`src/rtl/neuron_preact_mac.sv`:
```
// neuron_preact_mac
// Pre-activation multiply-accumulate for one neuron: z = bias + sum(x_i * w_i),
// all operands signed Q8.8. Products are kept full precision (Q16.16) and summed
// into a 40-bit Q24.16 accumulator. The result is floored back to Q8.8 and
// saturated for the downstream sigmoid stage.
//
// Ports
//   clk        rising-edge clock
//   rst        asynchronous active-high reset
//   in_valid   x_in/w_in/bias_in/in_last beat valid
//   in_ready   block can accept a beat (state decode only)
//   x_in       activation, signed Q8.8
//   w_in       weight, signed Q8.8
//   bias_in    bias, signed Q8.8, sampled on the first beat of a vector
//   in_last    final beat of a vector
//   out_valid  z_out/sat/trunc valid
//   out_ready  downstream accepts the result
//   z_out      pre-activation, signed Q8.8
//   sat        z_out was clamped
//   trunc      vector closed by MAX_TERMS instead of in_last
module neuron_preact_mac #(
   parameter int unsigned MAX_TERMS = 64
) (
   input  logic        clk,
   input  logic        rst,
   input  logic        in_valid,
   output logic        in_ready,
   input  logic [15:0] x_in,
   input  logic [15:0] w_in,
   input  logic [15:0] bias_in,
   input  logic        in_last,
   output logic        out_valid,
   input  logic        out_ready,
   output logic [15:0] z_out,
   output logic        sat,
   output logic        trunc
);

   localparam int unsigned CNT_W  = $clog2(MAX_TERMS + 1);
   localparam int unsigned ACC_W  = 40;
   localparam int unsigned PROD_W = 32;

   localparam logic signed [31:0] Z_MAX = 32'sd32767;
   localparam logic signed [31:0] Z_MIN = -32'sd32768;

   typedef enum logic {
      ST_ACC = 1'b0,
      ST_OUT = 1'b1
   } state_t;

   state_t                    r_state;
   logic signed [ACC_W-1:0]   r_acc;
   logic        [CNT_W-1:0]   r_cnt;
   logic                      r_in_ready;
   logic                      r_out_valid;
   logic        [15:0]        r_z;
   logic                      r_sat;
   logic                      r_trunc;

   logic signed [PROD_W-1:0]  w_x32;
   logic signed [PROD_W-1:0]  w_w32;
   logic signed [PROD_W-1:0]  w_prod;
   logic signed [ACC_W-1:0]   w_prod40;
   logic signed [ACC_W-1:0]   w_bias40;
   logic signed [ACC_W-1:0]   w_acc_base;
   logic signed [ACC_W-1:0]   w_acc_next;
   logic signed [31:0]        w_z32;
   logic        [15:0]        w_z_sat;
   logic                      w_sat;
   logic                      w_first;
   logic                      w_at_max;
   logic                      w_accept;

   // Full-precision Q16.16 product; operands widened first so nothing is lost.
   assign w_x32    = 32'($signed(x_in));
   assign w_w32    = 32'($signed(w_in));
   assign w_prod   = w_x32 * w_w32;
   assign w_prod40 = 40'(w_prod);

   // Q8.8 bias aligned to Q24.16 (shift left by 8, sign-extended).
   assign w_bias40 = {{16{bias_in[15]}}, bias_in, 8'h00};

   assign w_first    = (r_cnt == '0);
   assign w_acc_base = w_first ? w_bias40 : r_acc;
   assign w_acc_next = w_acc_base + w_prod40;

   // Arithmetic shift right by 8 (floor), then clamp to the Q8.8 range.
   assign w_z32 = w_acc_next[ACC_W-1:8];

   always_comb begin
      w_z_sat = w_z32[15:0];
      w_sat   = 1'b0;
      if (w_z32 > Z_MAX) begin
         w_z_sat = 16'h7FFF;
         w_sat   = 1'b1;
      end else if (w_z32 < Z_MIN) begin
         w_z_sat = 16'h8000;
         w_sat   = 1'b1;
      end
   end

   assign w_at_max = (r_cnt == CNT_W'(MAX_TERMS - 1));
   assign w_accept = in_valid && r_in_ready;

   // Two-state controller: accumulate beats, then hold the result until taken.
   always_ff @(posedge clk or posedge rst) begin
      if (rst) begin
         r_state     <= ST_ACC;
         r_acc       <= '0;
         r_cnt       <= '0;
         r_in_ready  <= 1'b1;
         r_out_valid <= 1'b0;
         r_z         <= 16'h0000;
         r_sat       <= 1'b0;
         r_trunc     <= 1'b0;
      end else begin
         case (r_state)
            ST_ACC: begin
               if (w_accept) begin
                  r_acc <= w_acc_next;
                  r_cnt <= r_cnt + CNT_W'(1);
                  if (in_last || w_at_max) begin
                     r_state     <= ST_OUT;
                     r_in_ready  <= 1'b0;
                     r_out_valid <= 1'b1;
                     r_z         <= w_z_sat;
                     r_sat       <= w_sat;
                     r_trunc     <= w_at_max && !in_last;
                  end
               end
            end
            ST_OUT: begin
               // Beats are ignored here; the handshake edge only returns to ACC.
               if (out_ready) begin
                  r_state     <= ST_ACC;
                  r_in_ready  <= 1'b1;
                  r_out_valid <= 1'b0;
                  r_acc       <= '0;
                  r_cnt       <= '0;
               end
            end
            default: begin
               r_state <= ST_ACC;
            end
         endcase
      end
   end

   assign in_ready  = r_in_ready;
   assign out_valid = r_out_valid;
   assign z_out     = r_z;
   assign sat       = r_sat;
   assign trunc     = r_trunc;

endmodule

```
`config.mk`:
```
export PLATFORM = sky130hd
export DESIGN_NAME = neuron_preact_mac
export DESIGN_NICKNAME = d
export VERILOG_FILES = /design/src/rtl/neuron_preact_mac.sv
export SDC_FILE = /design/constraint.sdc
export NUM_CORES = 1
export LEC_CHECK = 0
export CAP_MARGIN = 5
export CORE_MARGIN = 8
export CORE_UTILIZATION = 47
export DETAILED_ROUTE_END_ITERATION = 6
export PLACE_DENSITY = 0.69
export SKIP_CTS_REPAIR_TIMING = 1
export SLEW_MARGIN = 20
export SYNTH_ARGS = -nofsm -noshare
export SYNTH_HDL_FRONTEND = slang
export SYNTH_SLANG_ARGS = --single-unit
export TNS_END_PERCENT = 1
```
`constraint.sdc`:
```
create_clock -name clk -period 11.7 [get_ports clk]
set_input_delay 1.755 -clock clk [delete_from_list [all_inputs] [get_ports clk]]
set_output_delay 1.755 -clock clk [all_outputs]
set_load 0.01 [all_outputs]
```
* After elaboration in Yosys (flattened, before gate mapping)
Cells that the tools add are included.
** Storage, ports and cells
- Register bits :: 68
- Input bits :: 53
- Output and inout bits :: 20
- Word-level logic and storage cells :: 49
** Operators by class
- Add/sub/neg operators :: 2
- Multipliers :: 1
- Magnitude comparators :: 2
- Equal/unequal tests :: 4
- Muxes and demuxes :: 23
- Bitwise gates (word level) :: 1
- Reduce and logical (&&, ||, !) cells :: 8
** Operators with widths (count)
- 2-to-1 mux 40 bit :: 3
- one-hot mux 40 bit (2 select lines) :: 1
- adder 40 x 32 -> 40 bit :: 1
- greater-than comparator 32 x 16 -> 1 bit, second input constant :: 1
- less-than comparator 32 x 16 -> 1 bit, second input constant :: 1
- multiplier 16 x 16 -> 32 bit :: 1
- 2-to-1 mux 16 bit :: 2
- 2-to-1 mux 7 bit :: 2
- one-hot mux 7 bit (2 select lines) :: 1
- 2-to-1 mux 1 bit :: 11
- adder 7 x 1 -> 7 bit, second input constant :: 1
- equality test 7 x 6 -> 1 bit, second input constant :: 1
- logical NOT 7 bit :: 1
- inequality test 2 bit, second input constant :: 3
- one-hot mux 1 bit (2 select lines) :: 3
- AND reduction 3 bit :: 2
- logical AND 1 bit :: 2
- AND reduction 2 bit :: 1
- logical NOT 1 bit :: 1
- logical OR 1 bit :: 1
- inverter 1 bit :: 1

* Longest topological paths before layout
- Depth after elaboration :: 6
- Depth in mapped cells :: 29
- Gate-level depth less buffers :: 25

* Worst setup path before layout
Ideal clock, no wire load.
- Kind :: input to register
- Start point :: input port x_in[15]
- End point :: register r_z[1], in the netlist z_out[1]
- Setup time :: 0.122 ns
- Arrival time :: 8.210 ns
- Data required time :: 11.578 ns
- Path slack :: 3.368 ns
- Stages on the path :: 24
- Buffers on the path :: 2
- Cells stage by stage :: clkbuf_1 > nand2_1 > inv_1 > fa_1 > fa_1 > inv_1 > fa_1 > fa_1 > inv_1 > fa_1 > inv_1 > fa_1 > inv_1 > ha_1 > and4_1 > a221oi_1 > o211ai_2 > o31ai_1 > xor2_1 > nand4_1 > or4_4 > nand2_4 > buf_12 > o21ai_2
** Between the ends
- Cells in the longest elaborated chain, start to end :: 5
- Elaborated cells on any way between the ends :: 6
- Those cells by class :: add/sub: 1; mul: 1; order compare: 2; mux: 2
** RTL lines
- start, declared :: line 28 : input logic [15:0] x_in,
- multiplier 16 x 16 -> 32 bit * :: line 77 : assign w_prod = w_x32 * w_w32;
- adder 40 x 32 -> 40 bit * :: line 85 : assign w_acc_next = w_acc_base + w_prod40;
- less-than comparator 32 x 16 -> 1 bit :: line 96 : end else if (w_z32 < Z_MIN) begin
- 2-to-1 mux 16 bit :: line 96
- 2-to-1 mux 16 bit * :: line 93 : if (w_z32 > Z_MAX) begin
- end signal, assigned :: line 126 : r_z <= w_z_sat;
- end, declared :: line 56 : logic [15:0] r_z;
Mark *: on every way between the ends. The rest lies on a longest branch, timed or not.
A chain may end at the register's enable or synchronous reset.

* Worst setup path in the final report
- Start point :: input port w_in[1]
- End point :: register r_z[7], in the netlist z_out[7]
** Between the ends
- Cells in the longest elaborated chain, start to end :: 5
- Elaborated cells on any way between the ends :: 6
- Those cells by class :: add/sub: 1; mul: 1; order compare: 2; mux: 2
** RTL lines
- start, declared :: line 29 : input logic [15:0] w_in,
- multiplier 16 x 16 -> 32 bit * :: line 77
- adder 40 x 32 -> 40 bit * :: line 85
- less-than comparator 32 x 16 -> 1 bit :: line 96
- 2-to-1 mux 16 bit :: line 96
- 2-to-1 mux 16 bit * :: line 93
Marked as above.

==> out/metrics.cfg <==
[yosys]
yosysMostFrequentCell=inv_1
syn_area_per_cell_um2=9.210
yosysTopAreaCell=fa_1
yosysWarningCount=0
synth_area_um2=16030
yosys-top-cells-area=fa_1 (41%), dfrtp_1 (10%), inv_1 (9.8%)
synthDominantCellAreaShare=0.4120
async_reset_ff_frac=1.000
syn-num-nets=2241
synthTopCellsByCount=inv_1 (417), fa_1 (330), nand2_1 (170), and2_1 (132), ha_1 (117)
yosysSeqAreaShare=0.1062
synth_edf_count=0
synthDistinctLibCells=69
ys_seq_elements=68
ys.flop_type=dfrtp_1
syn_inst=1741

[placement]
gp_congestion=0.9087
dp.cells=2204
numPortBuffers=72
placed_cell_area_um2=17020
post-dp-hpwl_um=31310

[cts]
insertion_delay_ns=0.33
clkSlewWorstSetupHoldPaths_ns=0.06
cts_tree=yes
cts-root-buf=clkbuf_16
cts_buffers=9
h-tree-depth=3
clock_sinks=68
cts_buffer_depth=2

[hold_path]
hp-class=register to register

[floorplan]
chipHeight_um=200.7
io_pins=73
die_area_um2=40280
fp.coreArea_um2=33530
start_util=0.4782
num_rows=67
die_w_um=200.7

[global_route]
grt_max_degree=81
overflow=0
first_global_vias=12651
grtUsageTotal=0.1918
grt_pass1_wl_um=64090
antenna_found_initial=0

[timing]
tightest_slew_ns=0.9553
fmax_ghz=0.1042
setup_tns_ns=0
min_period_ns=9.595
slew_viol_final=0
hold_viol=0
min_period_over_period=0.8201
finalSetupViolCount=0
max_slew_margin=0.3612
rsz0062_at_grt=no
finalClockSkew_ns=0.009318

[worst_setup_path]
worst_ep_arrival_time_ns=9.84
rrSetupSlack_ns=3.57
worst_ep_required_time_ns=11.95
path_class=primary input to register
cp-start-kind=primary input
worstSetupEndpointType=register
crit_fanout=17

[finish]
area_growth_pct=8.201
design_area_um2=17350
fin_nets=2267
post-route-util=0.5174
fin_cells=2220
drive_gt1_frac=0.04345
diodes=0
fill_cells=3119

[detailed_routing]
drtPass1Iterations=5
vias_per_cell=5.277
vias=11714
first_iter_violations=720
drc=0
finalWirelength_um=37340
post_drt_wl_per_cell_um=16.82
ant_nets=0

[outcome]
outcome=complete, no violations

[flow_run]
maxCapViolations=0

## worst max-delay path, cell delays in order
cell             delay, ns
clkdlybuf4s50_1       0.78
nand2_1               0.34
inv_1                 0.10
fa_1                  0.75
fa_1                  0.46
inv_1                 0.33
fa_1                  0.49
inv_1                 0.09
fa_1                  0.41
fa_1                  0.49
inv_1                 0.05
fa_1                  0.47
inv_1                 0.04
ha_1                  0.45
o21ai_0               0.18
o211ai_1              0.29
a31oi_1               0.16
or4_1                 0.56
a31oi_1               0.19
xnor2_1               0.12
a211oi_1              0.26
and4_1                0.70
o21bai_1              0.16
a21oi_2               0.18
## placed cells by master, fill, tap and decap left out, types with 5 or more instances in the layout
cell type        instances
and3_1                   5
a21oi_2                  7
nand4_1                 10
o31ai_1                  7
nand2_1                170
o211ai_1                 8
nand3_1                 50
fa_1                   330
xnor2_1                 25
dfrtp_1                 67
o21bai_1                 8
a21o_1                  22
buf_4                    9
xor2_1                  15
o21ai_1                 16
clkdlybuf4s50_1         72
mux2_2                  14
a21oi_1                 45
and2_1                 132
a211oi_1                 6
clkbuf_16                9
nor2_1                  60
nand2b_1                 6
o21ai_0                 66
inv_1                  416
ha_1                   117
o21ai_2                  5
## sequential cells by signal, indices dropped and copies added, names as in the netlist
name       count
in_ready       1
out_valid      1
r_acc         40
r_cnt          7
r_state        1
sat            1
trunc          1
z_out         16
## cell type report
cell class	count	area, µm²	share of cell area
Multi-Input combinational cell	1190	12410	0.7153
Sequential cell	68	1703	0.09815
Inverter	417	1565	0.09022
Timing Repair Buffer	81	788.3	0.04543
Tap cell	448	560.5	0.03231
Clock buffer	13	280.3	0.01615
Clock inverter	3	42.54	0.002452
## path summary, 6_finish.rpt
path                           start        end  depth (start not counted)
max reg2reg                 r_cnt[6]   z_out[7]                         22
max                          w_in[1]   z_out[7]                         24
min reg2reg                out_valid  out_valid                          2
min                        out_valid  out_valid                          2
min in group asynchronous        rst  r_acc[33]                          3
max in group asynchronous        rst  r_acc[18]                          3
## per-stage QoR
stage | hold slack, ns | worst slack, ns
2_1_floorplan | 0.4580 | 3.368
3_3_place_gp | 0.4629 | 1.913
3_5_place_dp | 0.4799 | 1.821
4_1_cts | 0.4940 | 2.137
5_1_grt | 0.5195 | 1.552
6_report | 0.4880 | 2.105
## cells by family after synthesis
group | after synthesis | synth area share
buffers and inverters | 483 | 0.1203
AND/OR/NAND/NOR | 460 | 0.1416
adder cells (fa/ha/maj) | 447 | 0.5033
AO/OA/AOI/OAI | 226 | 0.09388
flip-flops | 68 | 0.1062
XOR/XNOR | 41 | 0.02357
multiplexers | 16 | 0.01108
## layer usage
| metal | GRT usage | up-vias | part of all wire |
|---|---|---|---|
| met4 | 0.05808 | 0 | 0.029 |
| met2 | 0.3372 | 340 | 0.52 |
| met1 | 0.2479 | 5942 | 0.41 |
| met5 | 0 | - | 0 |
| li1 | - | 5353 | - |
| met3 | 0.01856 | 79 | 0.044 |
Power is not shown: default switching activity piles up to over one toggle a cycle in this logic, so the estimate is an artifact.
==> RTL change 1, RTL diff (config.mk and constraints unchanged) <==
Make the reset (`rst`) synchronous in one clocked block. Comments in the files are not updated.
--- a/src/rtl/neuron_preact_mac.sv
+++ b/src/rtl/neuron_preact_mac.sv
@@ -104,5 +104,5 @@
 
    // Two-state controller: accumulate beats, then hold the result until taken.
-   always_ff @(posedge clk or posedge rst) begin
+   always_ff @(posedge clk) begin
       if (rst) begin
          r_state     <= ST_ACC;
Behaviour: differs if rst is asserted again (counterexample within 4 cycles, from zero or initial values and one cycle with rst high); with rst held inactive, the same outputs for 4 cycles.
==> RTL change 1 against the unedited design <==
  * Sequential cell count did not move
  * Area after synthesis is 2.1% lower
  * Wire length shrank 0.64%
  * Setup slack got worse by 0.23 ns
  * Final area down 1.6%
  * Sequential share of layout area shrank 1.8 points
  * First-iteration DRC count is 0.69% higher
  * Highest routed layer unchanged
Power is not shown: default switching activity piles up to over one toggle a cycle in this logic, so the estimate is an artifact.
==> RTL change 1: results (changes against the unedited design) <==
metric;value;unit;change
status;finished clean;;unchanged
synthAdderAreaFrac;51.4;%;was 50.3%
preCtsSetupSlack;1.56;ns;was 1.82 ns
r2r_start;r_cnt[0];;was r_cnt[6]
finalNetCount;2278;;was 2267
gp_congestion;0.920;;was 0.909
route.vias.total;11700;;about the same
synth_top_cells_by_area;fa_1 (42%), inv_1 (9.5%), ha_1 (9.3%);;was fa_1 (41%), dfrtp_1 (10%), inv_1 (9.8%)
dp_hpwl;31.3;mm;about the same
grt_pass1_wl;63.7;mm;was 64.1 mm
drt_iter0_drc;725;;was 720
grt_pass1_vias;12700;;about the same
nFillCells;3120;;was 3119
ys.flop_type;dfxtp_1;;was dfrtp_1
async_flop_share;0;%;was 100%
synth-xor-area-share;1.93;%;was 2.36%
synth_mux_area_share;1.33;%;was 1.11%
worstHoldStart;r_acc[35];;was out_valid
tightest_slew;0.942;ns;was 0.955 ns
synth_compound_area_share;9.90;%;was 9.39%
whs_endpoint;r_acc[35];;was out_valid
drive_above_1_share;2.81;%;was 4.35%
r2r_cells;24;;was 22
clock_skew;0.00752;ns;was 0.00932 ns
ys_types;70;;was 69
cp_max_fo;16;;was 17
synthTopCellsByCount;inv_1 (399), fa_1 (330), nand2_1 (176), and2_1 (135), nor2_1 (118);;was inv_1 (417), fa_1 (330), nand2_1 (170), and2_1 (132), ha_1 (117)
cp_data_arrival_time;10.00;ns;was 9.84 ns
wl_per_cell;16.6;µm;was 16.8 µm
## RTL change 1: cell families after synthesis
| family | after synthesis |
|---|---|
| AND/OR/NAND/NOR | 500 |
| buffers and inverters | 470 |
| adder cells (fa/ha/maj) | 447 |
| AO/OA/AOI/OAI | 222 |
| flip-flops | 68 |
| XOR/XNOR | 33 |
| multiplexers | 19 |
## RTL change 1: stage by stage
stage,hold slack [ns],instances
floorplan,0.437,1759
global placement,0.437,2214
detailed placement,0.452,2215
CTS,0.462,2230
global route,0.485,2230
finish,0.464,2230
## RTL change 1: per-layer routing
metal	vias to the layer above	global-route usage, %	part of all wire [%]
met5	-	0	0
met4	0	5.96	3.0
met3	63	2.06	3.4
met2	217	35.1	51
met1	5983	25.5	42
li1	5452	-	-
## RTL change 1: worst max-delay path, stage by stage
cell and delay (ns):
clkdlybuf4s50_1 0.91, nand2_1 0.25, inv_1 0.15, fa_1 0.54
fa_1 0.64, inv_1 0.18, fa_1 0.52, inv_1 0.05
fa_1 0.48, fa_1 0.50, inv_1 0.05, fa_1 0.48
inv_1 0.04, ha_1 0.36, a21oi_1 0.33, nand2_1 0.10
a221oi_1 0.76, o21ai_0 0.22, nor3_2 0.29, nor2b_1 0.08
o31a_1 0.27, or4_4 0.43, o21ai_4 0.41, o32ai_1 0.16
## RTL change 1: area by class of cell
type | count | area (µm²) | area share [%]
Inverter | 399 | 1500 | 8.77
Timing Repair Buffer | 79 | 776 | 4.54
Clock buffer | 14 | 274 | 1.61
Clock inverter | 1 | 30.0 | 0.176
Tap cell | 448 | 561 | 3.28
Multi-Input combinational cell | 1221 | 12600 | 73.6
Sequential cell | 68 | 1360 | 7.97
==> RTL change 2, RTL diff (same settings) <==
Made on the original files. Set the parameter `MAX_TERMS` to 128 (it was 64).
--- a/src/rtl/neuron_preact_mac.sv
+++ b/src/rtl/neuron_preact_mac.sv
@@ -20,5 +20,5 @@
 //   trunc      vector closed by MAX_TERMS instead of in_last
 module neuron_preact_mac #(
-   parameter int unsigned MAX_TERMS = 64
+   parameter int unsigned MAX_TERMS = 128
 ) (
    input  logic        clk,
Formal check against the unedited RTL: no difference found for any inputs over 4 cycles, from zero or initial values and one cycle with rst high; that may be too few to reach the edited logic, so the function may still have changed.
==> RTL change 2 against the unedited design <==
  * Wire length up 0.53%
  * Setup slack better by 0.062 ns
  * Clock skew up 0.00061 ns
  * Maximum frequency up 0.65%
  * Final area about the same
  * Largest cell class unchanged
  * Critical endpoint is now z_out[13]
  * Sequential cell count up 1
  * First-iteration DRC count down 15%
  * Count of clock-buffer cells in the layout down 3
  * Global-route usage up 0.32 points
  * Area after synthesis down 0.55%
  * Non-clock buffer count unchanged
Power is not shown: default switching activity piles up to over one toggle a cycle in this logic, so the estimate is an artifact.
==> RTL change 2: results (changes against the unedited design) <==
metric;value;unit;change
route.vias.total;11500;;was 11700
cts_buffers;9;;unchanged
drt_iter0_drc;611;;was 720
synth-xor-area-share;2.25;%;was 2.36%
nFillCells;3083;;was 3119
synthAdderAreaFrac;50.6;%;was 50.3%
top_register;r_acc;;unchanged
rrSetupSlack;3.56;ns;was 3.57 ns
r2r_cells;22;;unchanged
wl;37.5;mm;was 37.3 mm
grt_max_degree;78;;was 81
crit_path_top_delay_cell;clkdlybuf4s50_1;;unchanged
synth_top_cells_by_area;fa_1 (41%), dfrtp_1 (11%), inv_1 (9.9%);;was fa_1 (41%), dfrtp_1 (10%), inv_1 (9.8%)
clock_skew;0.00993;ns;was 0.00932 ns
whs_path_depth;2;;unchanged
status;finished clean;;unchanged
synth_compound_area_share;9.31;%;was 9.39%
yosysWarningCount;0;;unchanged
clk_path_buf_depth;2;;unchanged
ys.flop_type;dfrtp_1;;unchanged
clkSlewWorstSetupHoldPaths;0.06;ns;about the same
drive_above_1_share;4.12;%;was 4.35%
cp_max_fo;16;;was 17
cts_root_buf;clkbuf_16;;unchanged
ys_types;67;;was 69
cp_data_arrival_time;9.77;ns;was 9.84 ns
synth_mux_area_share;1.18;%;was 1.11%
hp-class;reg2reg;;unchanged
htree_levels;3;;unchanged
setup.worst_path.end;z_out[13];;was z_out[7]
dp_hpwl;31.2;mm;was 31.3 mm
max_slew_margin;37.1;%;was 36.1%
grt_pass1_vias;12800;;was 12700
gp_congestion;0.861;;was 0.909
async_flop_share;100;%;unchanged
grt_pass1_wl;64.9;mm;was 64.1 mm
drt_pass1_iterations;5;;unchanged
seq_area_frac_synth;10.8;%;was 10.6%
r2r_start;r_cnt[3];;was r_cnt[6]
synthTopCellsByCount;inv_1 (422), fa_1 (330), nand2_1 (178), and2_1 (127), ha_1 (117);;was inv_1 (417), fa_1 (330), nand2_1 (170), and2_1 (132), ha_1 (117)
slowest_delay;0.88;ns;was 0.78 ns
antenna_found_initial;0;;unchanged
largest_register_ffs;40;;unchanged
port_buffers;72;;unchanged
syn_nets;2219;;was 2241
insertion_delay;0.34;ns;
grt_usage;19.5;%;was 19.2%
crit_start;w_in[1];;unchanged
-- RTL change 2: cell count changes in the layout (fill, tap and decap cells not counted), sizes merged, moves of 7 or more --
cell	unedited run	this run
a2bb2oi	0	15
nand2	171	178
o21ai	87	60
o21bai	9	2
o211ai	10	23
nor2	62	25
-- RTL change 2: per-layer routing --
layer / GRT usage, % / part of all wire [%]
met5: 0 / 0
met4: 4.40 / 1.9
met3: 2.15 / 3.4
met2: 35.5 / 53
met1: 24.6 / 41
-- RTL change 2: per-stage QoR --
stage / util [%] / worst slack, ns / cells / hold slack (ns) / area [µm²]
after floorplan: - / 3.50 / 1719 / 0.458 / 15900
after global placement: 50.9 / 2.02 / 2180 / 0.470 / 17000
after detailed placement: 50.9 / 1.91 / 2180 / 0.477 / 17000
after CTS: 51.8 / 2.24 / 2196 / 0.489 / 17300
after global routing: 51.8 / 1.64 / 2196 / 0.499 / 17300
final: 51.8 / 2.17 / 2196 / 0.486 / 17300
-- RTL change 2: cell type report --
cell class,instances,share of cell area (%)
Multi-Input combinational cell,1160,71.2
Sequential cell,69,9.96
Inverter,422,9.13
Clock buffer,10,1.38
Clock inverter,6,0.541
Timing Repair Buffer,81,4.55
Tap cell,448,3.23
-- RTL change 2: worst min-delay path by stage --
stage               startpoint        end  slack, ns
finish                in_ready   in_ready       0.49
global route          in_ready   in_ready       0.50
CTS                   in_ready   in_ready       0.49
detailed placement   out_valid  out_valid       0.48
global placement     out_valid  out_valid       0.47
floorplan             r_acc[0]   r_acc[0]       0.46
-- RTL change 2: critical path, delay by kind of cell --
| kind | cells | cell delay [ns] |
|---|---|---|
| fa+ha+maj | 7 | 3.72 |
| simple gates | 5 | 1.63 |
| buf+inv | 6 | 1.38 |
| compound gates | 5 | 1.13 |
| xor+xnor | 1 | 0.15 |
